File: src/rtl/fp_mult_round_pack.sv
// rtl/fp_mult_round_pack.sv - single-precision multiplier final stage: RNE rounding, special cases, pack
// Two-entry valid/ready pipeline: stage 1 rounds, stage 2 resolves specials/range and packs.
module fp_mult_round_pack (
    input  logic        clk,
    input  logic        rst,
    input  logic        in_valid,
    output logic        in_ready,
    input  logic        sign_in,
    input  logic [8:0]  e_in,
    input  logic [22:0] m_in,
    input  logic        g_in,
    input  logic        r_in,
    input  logic        sticky_in,
    input  logic        nan_in,
    input  logic        inf_in,
    input  logic        zero_in,
    input  logic        unf_in,
    output logic        out_valid,
    input  logic        out_ready,
    output logic [31:0] z,
    output logic        ovf,
    output logic        unf,
    output logic        inexact
);

    localparam logic [31:0] QNAN = 32'h7FC0_0000;

    logic        s1_adv;
    logic        s1_load;
    logic        s2_load;

    logic        s1_valid_q, s1_valid_d;
    logic        s1_sign_q;
    logic [8:0]  s1_e_q;
    logic        s1_carry_q;
    logic [22:0] s1_frac_q;
    logic        s1_nan_q, s1_inf_q, s1_zero_q, s1_unf_q;
    logic        s1_inexact_q;

    logic        round_up;
    logic        carry_d;
    logic [22:0] frac_d;
    logic        inexact_d;

    logic        s2_valid_q, s2_valid_d;
    logic [31:0] z_q, z_d;
    logic        ovf_q, ovf_d;
    logic        unf_q, unf_d;
    logic        inexact_q, inexact_d2;

    logic [8:0]  e_fin;
    logic [22:0] frac_fin;

    assign s1_adv   = ~s2_valid_q | out_ready;
    assign in_ready = ~s1_valid_q | s1_adv;
    assign s1_load  = in_ready & in_valid;
    assign s2_load  = s1_adv & s1_valid_q;

    // The hidden 1 at bit 23 carries out exactly when the fraction overflows,
    // so a 24-bit add of the fraction alone reproduces the 25-bit sum's carry.
    always_comb begin
        round_up            = g_in & (r_in | sticky_in | m_in[0]);
        {carry_d, frac_d}   = {1'b0, m_in} + {23'd0, round_up};
        inexact_d           = g_in | r_in | sticky_in;
        s1_valid_d          = in_ready ? in_valid : s1_valid_q;
    end

    always_ff @(posedge clk) begin
        if (rst) begin
            s1_valid_q   <= 1'b0;
            s1_sign_q    <= 1'b0;
            s1_e_q       <= 9'd0;
            s1_carry_q   <= 1'b0;
            s1_frac_q    <= 23'd0;
            s1_nan_q     <= 1'b0;
            s1_inf_q     <= 1'b0;
            s1_zero_q    <= 1'b0;
            s1_unf_q     <= 1'b0;
            s1_inexact_q <= 1'b0;
        end else begin
            s1_valid_q <= s1_valid_d;
            if (s1_load) begin
                s1_sign_q    <= sign_in;
                s1_e_q       <= e_in;
                s1_carry_q   <= carry_d;
                s1_frac_q    <= frac_d;
                s1_nan_q     <= nan_in;
                s1_inf_q     <= inf_in;
                s1_zero_q    <= zero_in;
                s1_unf_q     <= unf_in;
                s1_inexact_q <= inexact_d;
            end
        end
    end

    // Renormalize on rounding carry, then pick the result by special-case priority.
    always_comb begin
        e_fin      = s1_e_q + {8'd0, s1_carry_q};
        frac_fin   = s1_carry_q ? 23'd0 : s1_frac_q;
        z_d        = {s1_sign_q, e_fin[7:0], frac_fin};
        ovf_d      = 1'b0;
        unf_d      = 1'b0;
        inexact_d2 = s1_inexact_q;
        if (s1_nan_q) begin
            z_d        = QNAN;
            inexact_d2 = 1'b0;
        end else if (s1_inf_q) begin
            z_d        = {s1_sign_q, 8'hFF, 23'd0};
            inexact_d2 = 1'b0;
        end else if (s1_zero_q) begin
            z_d        = {s1_sign_q, 31'd0};
            inexact_d2 = 1'b0;
        end else if (s1_unf_q || (e_fin == 9'd0)) begin
            z_d        = {s1_sign_q, 31'd0};
            unf_d      = 1'b1;
            inexact_d2 = 1'b1;
        end else if (e_fin[8] || (e_fin[7:0] == 8'hFF)) begin
            z_d        = {s1_sign_q, 8'hFF, 23'd0};
            ovf_d      = 1'b1;
            inexact_d2 = 1'b1;
        end
        s2_valid_d = s1_adv ? s1_valid_q : s2_valid_q;
    end

    always_ff @(posedge clk) begin
        if (rst) begin
            s2_valid_q <= 1'b0;
            z_q        <= 32'd0;
            ovf_q      <= 1'b0;
            unf_q      <= 1'b0;
            inexact_q  <= 1'b0;
        end else begin
            s2_valid_q <= s2_valid_d;
            if (s2_load) begin
                z_q       <= z_d;
                ovf_q     <= ovf_d;
                unf_q     <= unf_d;
                inexact_q <= inexact_d2;
            end
        end
    end

    assign out_valid = s2_valid_q;
    assign z         = z_q;
    assign ovf       = ovf_q;
    assign unf       = unf_q;
    assign inexact   = inexact_q;

endmodule

File: config.mk
export PLATFORM = sky130hd
export DESIGN_NAME = fp_mult_round_pack
export DESIGN_NICKNAME = d
export VERILOG_FILES = /design/src/rtl/fp_mult_round_pack.sv
export SDC_FILE = /design/constraint.sdc
export NUM_CORES = 1
export LEC_CHECK = 0
export CAP_MARGIN = 20
export CORE_ASPECT_RATIO = 0.8
export CORE_MARGIN = 10
export CORE_UTILIZATION = 50
export DETAILED_ROUTE_END_ITERATION = 12
export PLACE_DENSITY = 0.8
export SETUP_SLACK_MARGIN = 0.15
export SYNTH_ARGS = -nofsm -noshare
export SYNTH_HDL_FRONTEND = slang
export SYNTH_SLANG_ARGS = --single-unit
File: constraint.sdc
create_clock -name clk -period 2.6 [get_ports clk]
set_input_delay 0.52 -clock clk [delete_from_list [all_inputs] [get_ports clk]]
set_output_delay 0.52 -clock clk [all_outputs]
set_load 0.02 [all_outputs]
Word level (Yosys, flattened, before mapping)
Cells that the tools add are included.
- bitwise operators: 11
- eq/ne operators: 1
- multiplexer cells: 20
- reductions and logical operators: 3
- add/subtract/negate cells: 2
- operators with widths (cell ; number):
    31-bit two-way mux ; 4
    32-bit two-way mux ; 1
    23-bit by 1-bit adder with 24-bit output ; 1
    23-bit two-way mux ; 1
    1-bit two-way mux ; 14
    9-bit by 1-bit adder with 9-bit output ; 1
    9-bit zero test ; 1
    8-bit == test, second input constant ; 1
    1-bit bitwise OR ; 6
    1-bit AND ; 3
    1-bit logical OR ; 2
    1-bit inverter ; 2
- bits in registers: 76
- logic and storage cells: 52

Depth between registers and ports, before layout
Gate-level depths: netlist (run 1).
- depth in word-level cells: 8
- gate-level depth with buffers: 10

Least setup slack after synthesis (run 1)
OpenSTA, ideal clock, no wires.
- kind: register to register
- start: register s1_e_q[0]
- end: register z_q[22] (netlist: z[22])
- clock period less this slack: 2.317 ns
- setup slack: 0.283 ns
- data arrival time: 2.237 ns
- library setup time: 0.079 ns
- path buffers: 1
- data required time: 2.521 ns
- cell stages (with the launch flop): 10
- path through: dfxtp_1 ha_1 ha_1 buf_6 and3_1 and3_1 a211oi_2 nor2_2 or4_4 a211oi_2
- longest elaborated chain between the ends: 8
- elaborated cells on any way between the ends: 10
- those cells by class: add/sub: 1; eq/ne: 1; mux: 5; reduce/logical: 3
- ends and longest elaborated chain (what ; line ; RTL):
    start, declared ; 34 ; logic [8:0] s1_e_q;
    start signal, assigned ; 84 ; s1_e_q <= e_in;
    9-bit by 1-bit adder with 9-bit output * ; 98 ; e_fin = s1_e_q + {8'd0, s1_carry_q};
    8-bit == test ; 117 ; end else if (e_fin[8] || (e_fin[7:0] == 8'hFF)) begin
    1-bit logical OR ; 117 ;
    31-bit two-way mux ; 117 ;
    31-bit two-way mux * ; 113 ; end else if (s1_unf_q || (e_fin == 9'd0)) begin
    31-bit two-way mux * ; 110 ; end else if (s1_zero_q) begin
    31-bit two-way mux * ; 107 ; end else if (s1_inf_q) begin
    32-bit two-way mux * ; 104 ; if (s1_nan_q) begin
    end signal, assigned ; 135 ; z_q <= z_d;
    end, declared ; 46 ; logic [31:0] z_q, z_d;
Every way passes the cells marked *; elsewhere a longest branch is shown, timed or not.
A chain may end at the register's enable or synchronous reset.

Final worst setup path (run 1)
- start: register s1_carry_q
- end: register z_q[3] (netlist: z[3])
- longest elaborated chain between the ends: 8
- elaborated cells on any way between the ends: 11
- those cells by class: add/sub: 1; eq/ne: 1; mux: 6; reduce/logical: 3
- ends and longest elaborated chain (what ; line ; RTL):
    start, declared ; 35 ; logic s1_carry_q;
    start signal, assigned ; 85 ; s1_carry_q <= carry_d;
    9-bit by 1-bit adder with 9-bit output ; 98 ;
    8-bit == test ; 117 ;
    1-bit logical OR ; 117 ;
    31-bit two-way mux ; 117 ;
    31-bit two-way mux * ; 113 ;
    31-bit two-way mux * ; 110 ;
    31-bit two-way mux * ; 107 ;
    32-bit two-way mux * ; 104 ;
Marks and branches as above.

==> results.md, run 1 <==
* Endpoint type of the worst setup path: flip-flop
* Net switching component of the power at 691 uW
* Peak supply drop at 277 uV
* Combinational group share of total power at 15.7%
* P_leak at 0.00179 uW
* PD cells at 552 nW/um^2
* Post-DR wirelength/cell at 16.7 microns
* Area of the core region at 6510 sq um
* Required time of the worst setup path at 2.84 ns
* Critical path class: reg -> reg
* Number of enable-type register cells in the synthesized netlist at 0
* Overflow left after global routing at 0
* Number of nets in the synthesized netlist at 424
* Register bit total from synthesis at 76
* Flip-flop count of the largest register after layout at 32
* All-layer global routing usage at 17.5%
* Number of distinct standard cells referenced by the synthesized netlist at 50
* Vias post-DR at 3174
* Library cell with the largest summed area after synthesis: dfxtp_1
* Unrepaired setup endpoints after global routing: yes
* Endpoint with the worst hold slack: s1_frac_q[1]$_SDFFE_PP0P_
* Outcome: finished clean
* Total power at 2660 uW
* Final core occ at 74.1%
* Share of the synthesized area in the top cell type at 44.4%
* Register-to-register setup slack at 0.16 ns
* Worst Path Max Fanout at 6
* Pin count of the biggest net entering global routing at 49
* Wire length of the first global-routing pass at 15200 microns
* Clock network fraction of design power at 36.6%
* Cell count of the worst reg-to-reg path at 10
* Post-Syn Instances at 376
* H-tree levels at 3
* Portion of the post-synthesis area used by sequential elements at 44.4%
* Time the worst path needs with I/O delays and setup at 2.44 ns
* Number of violations reported at the end of detailed-routing iteration 0 at 149
* Area of combinational cells with multiple inputs at 1870 sq um
* Top-count cell post-synth: dfxtp_1
* Final hold violation count at 0
* Worst min-delay path category: reg -> reg
* Detailed Place HPWL at 7000 microns
* Hold Startpoint: s1_frac_q[1]$_SDFFE_PP0P_
* 1st-pass router iterations at 5
* Switching fraction of total power at 26.0%
* DP Cell Count at 547
* R2r endpoint: z[3]$_SDFFE_PP0P_
* Setup Total Neg Slack at 0 ns
* Depth of the worst hold-timing path at 2
* Area enclosed by the die boundary at 10600 sq um
* DRC viols at 0
* Skew-Pair Late Insertion Delay at 0.35 ns
* Count of synthesis-stage warnings from yosys at 0
* Ratio of routed vias to standard cells at 5.56
* Chip Height at 94.0 microns
* Sum of routed wire length over all layers at 9540 microns
* Area overhead of the layout relative to synthesis at 40.8%
* Most instantiated flip-flop cell in the synthesis netlist: dfxtp_1
* Count of boundary I/O pins at 81
* Antenna violations before repair at 0
* Cell area after technology mapping at 3430 sq um
* Post-layout nets at 531
* Worst flop-to-flop path startpoint: s1_carry_q$_SDFFE_PP0P_
* Max-cap violations at 0
* Routed Antenna Nets at 0
* Starting Density at 52.7%
* Clock-pin slew on the worst setup and hold paths at 0.08 ns
* Synthesized area per cell at 9.11 sq um
* Antenna cell count at 0
* Minimum setup slack in the final design at 0.155 ns
* Sequential cell area in the final layout at 1530 sq um
* Sequential share of power at 47.7%
* Layout cell share with drive strength beyond 1 at 17.5%
* Fillers at 463
* Die X-Extent at 113 microns
* Final period util at 94.0%
* Number of endpoints failing setup at the final stage at 0
* CTS tree: yes
* Sort of element at the start of the critical path: flip-flop
* Max-Slew Margin vs Limit at 38.3%
* Commonest cells post-synth: 76 x dfxtp_1, 47 x nand2_1, 40 x nor2_1
* Cell internal pwr at 1970 uW
* Routability Congestion at 0.920
* Async set-or-reset flop fraction in the synthesized netlist at 0%
* Deepest clock path buffer count at 2
* Worst endpoint data arrival time at 2.68 ns
* Number of sinks handled by clock tree synthesis at 76
* Cell Rows at 26
* Cts bufs inserted at 9
* CTS root buffer: clkbuf_8
* Actual slew at the worst max-slew pin at 0.923 ns
* Final-report max-slew violation count at 0
* Area contributors post-synth: dfxtp_1 44%, a22o_1 5.9%, nand2_1 5.1%, a211oi_1 4.6%, nor2_1 4.4%
* Fmax at 0.409 GHz
* Port buffer count at 80
* Post-placement setup slack at -0.328 ns
* Count of placed standard cells in the final layout, fillers left out at 571
* Final Skew at 0.00654 ns
* Via count of the first global-routing pass at 3085
cells by family (layout without fill, tap and decap cells):
logic type,Yosys count,count (layout),synth area share [%]
multiplexers,1,1,0.292
AND/OR/NAND/NOR,150,151,22.1
AO/OA/AOI/OAI,92,92,21.1
buffers and inverters,28,138,4.20
XOR/XNOR,25,25,6.39
flip-flops,76,76,44.4
adder cells (fa/ha/maj),4,4,1.46
cell type report:
cell class	instances	area share (%)
Tap cell	84	2.18
Sequential cell	76	31.6
Timing Repair Buffer	118	22.6
Clock buffer	9	2.57
Multi-Input combinational cell	273	38.8
Clock inverter	6	1.84
Inverter	5	0.389
power by group through the flow:
stage	combinational (uW)	clock [uW]	sequential, uW
global route	453	1030	1280
detailed placement	393	0	1290
finish	419	973	1270
floorplan	189	0	1310
global placement	383	0	1290
CTS	413	988	1270
layer usage:
metal | routed length, microns | track usage [%] | vias to the layer above
li1 | - | - | 1571
met1 | 4320 | 20.7 | 1500
met2 | 4530 | 29.2 | 90
met3 | 559 | 5.17 | 13
met4 | 131 | 6.54 | 0
met5 | 0 | 0 | -
worst max-delay path, stage by stage, from the launching register on:
cell and delay (ns):
dfxtp_4 0.36, ha_4 0.16, ha_4 0.17, buf_6 0.12, xor2_1 0.12, or4_1 0.40, a22o_1 0.27, o21ai_4 0.26
nor4_4 0.08, buf_4 0.17, a22o_1 0.22
worst max-delay path by stage:
stage / cells past startpoint / end / from / slack (ns)
after global routing: 10 / z[3]$_SDFFE_PP0P_ / s1_carry_q$_SDFFE_PP0P_ / 0.06
final: 10 / z[3]$_SDFFE_PP0P_ / s1_carry_q$_SDFFE_PP0P_ / 0.16
after floorplan: 9 / z[22]$_SDFFE_PP0P_ / s1_e_q[0]$_SDFFE_PP0P_ / 0.28
after detailed placement: 8 / z[0]$_SDFFE_PP0P_ / s1_carry_q$_SDFFE_PP0P_ / -0.33
after CTS: 10 / z[0]$_SDFFE_PP0P_ / s1_carry_q$_SDFFE_PP0P_ / 0.16
after global placement: 6 / z[10]$_SDFFE_PP0P_ / out_ready / -0.25
metrics by stage:
step,instance area [sq um],hold slack [ns]
final,4820,0.464
after global routing,4820,0.493
after CTS,4750,0.462
after detailed placement,4430,0.451
after global placement,4430,0.444
after floorplan,3430,0.437
placed cells by master (no fill, tap or decap), types with 3 or more instances in the layout:
master and count:
ha_4 3, xnor2_1 13, nor3_1 5, nor4_4 3, xor2_1 12, nand3_1 12, nand2b_1 3, clkdlybuf4s50_1 79
nor2_1 39, o21ai_0 6, or3_1 4, nand2_1 47, a21oi_1 20, buf_4 36, a211oi_1 21, clkbuf_8 9
dfxtp_1 74, and4_1 3, nor4_1 4, inv_1 5, a22o_1 23, and3_1 6, nand4_1 7, o221a_2 5
o211ai_1 3
timing repair:
item | CTS | global route
resized for setup | 12 | 9
endpoints found under the setup margin | 30 | 36
pin swaps | 5 | 22
hold buffers | 0 | 0
buffers inserted | 4 | 4
gates cloned | 1 | 0
No activity file was read; power rests on OpenSTA's default activity.
==> run 2: changes to the inputs <==
- SLEW_MARGIN: unset -> 10
==> results of run 2 <==
The final DEF is identical to that of run 1; final timing and power are the same.
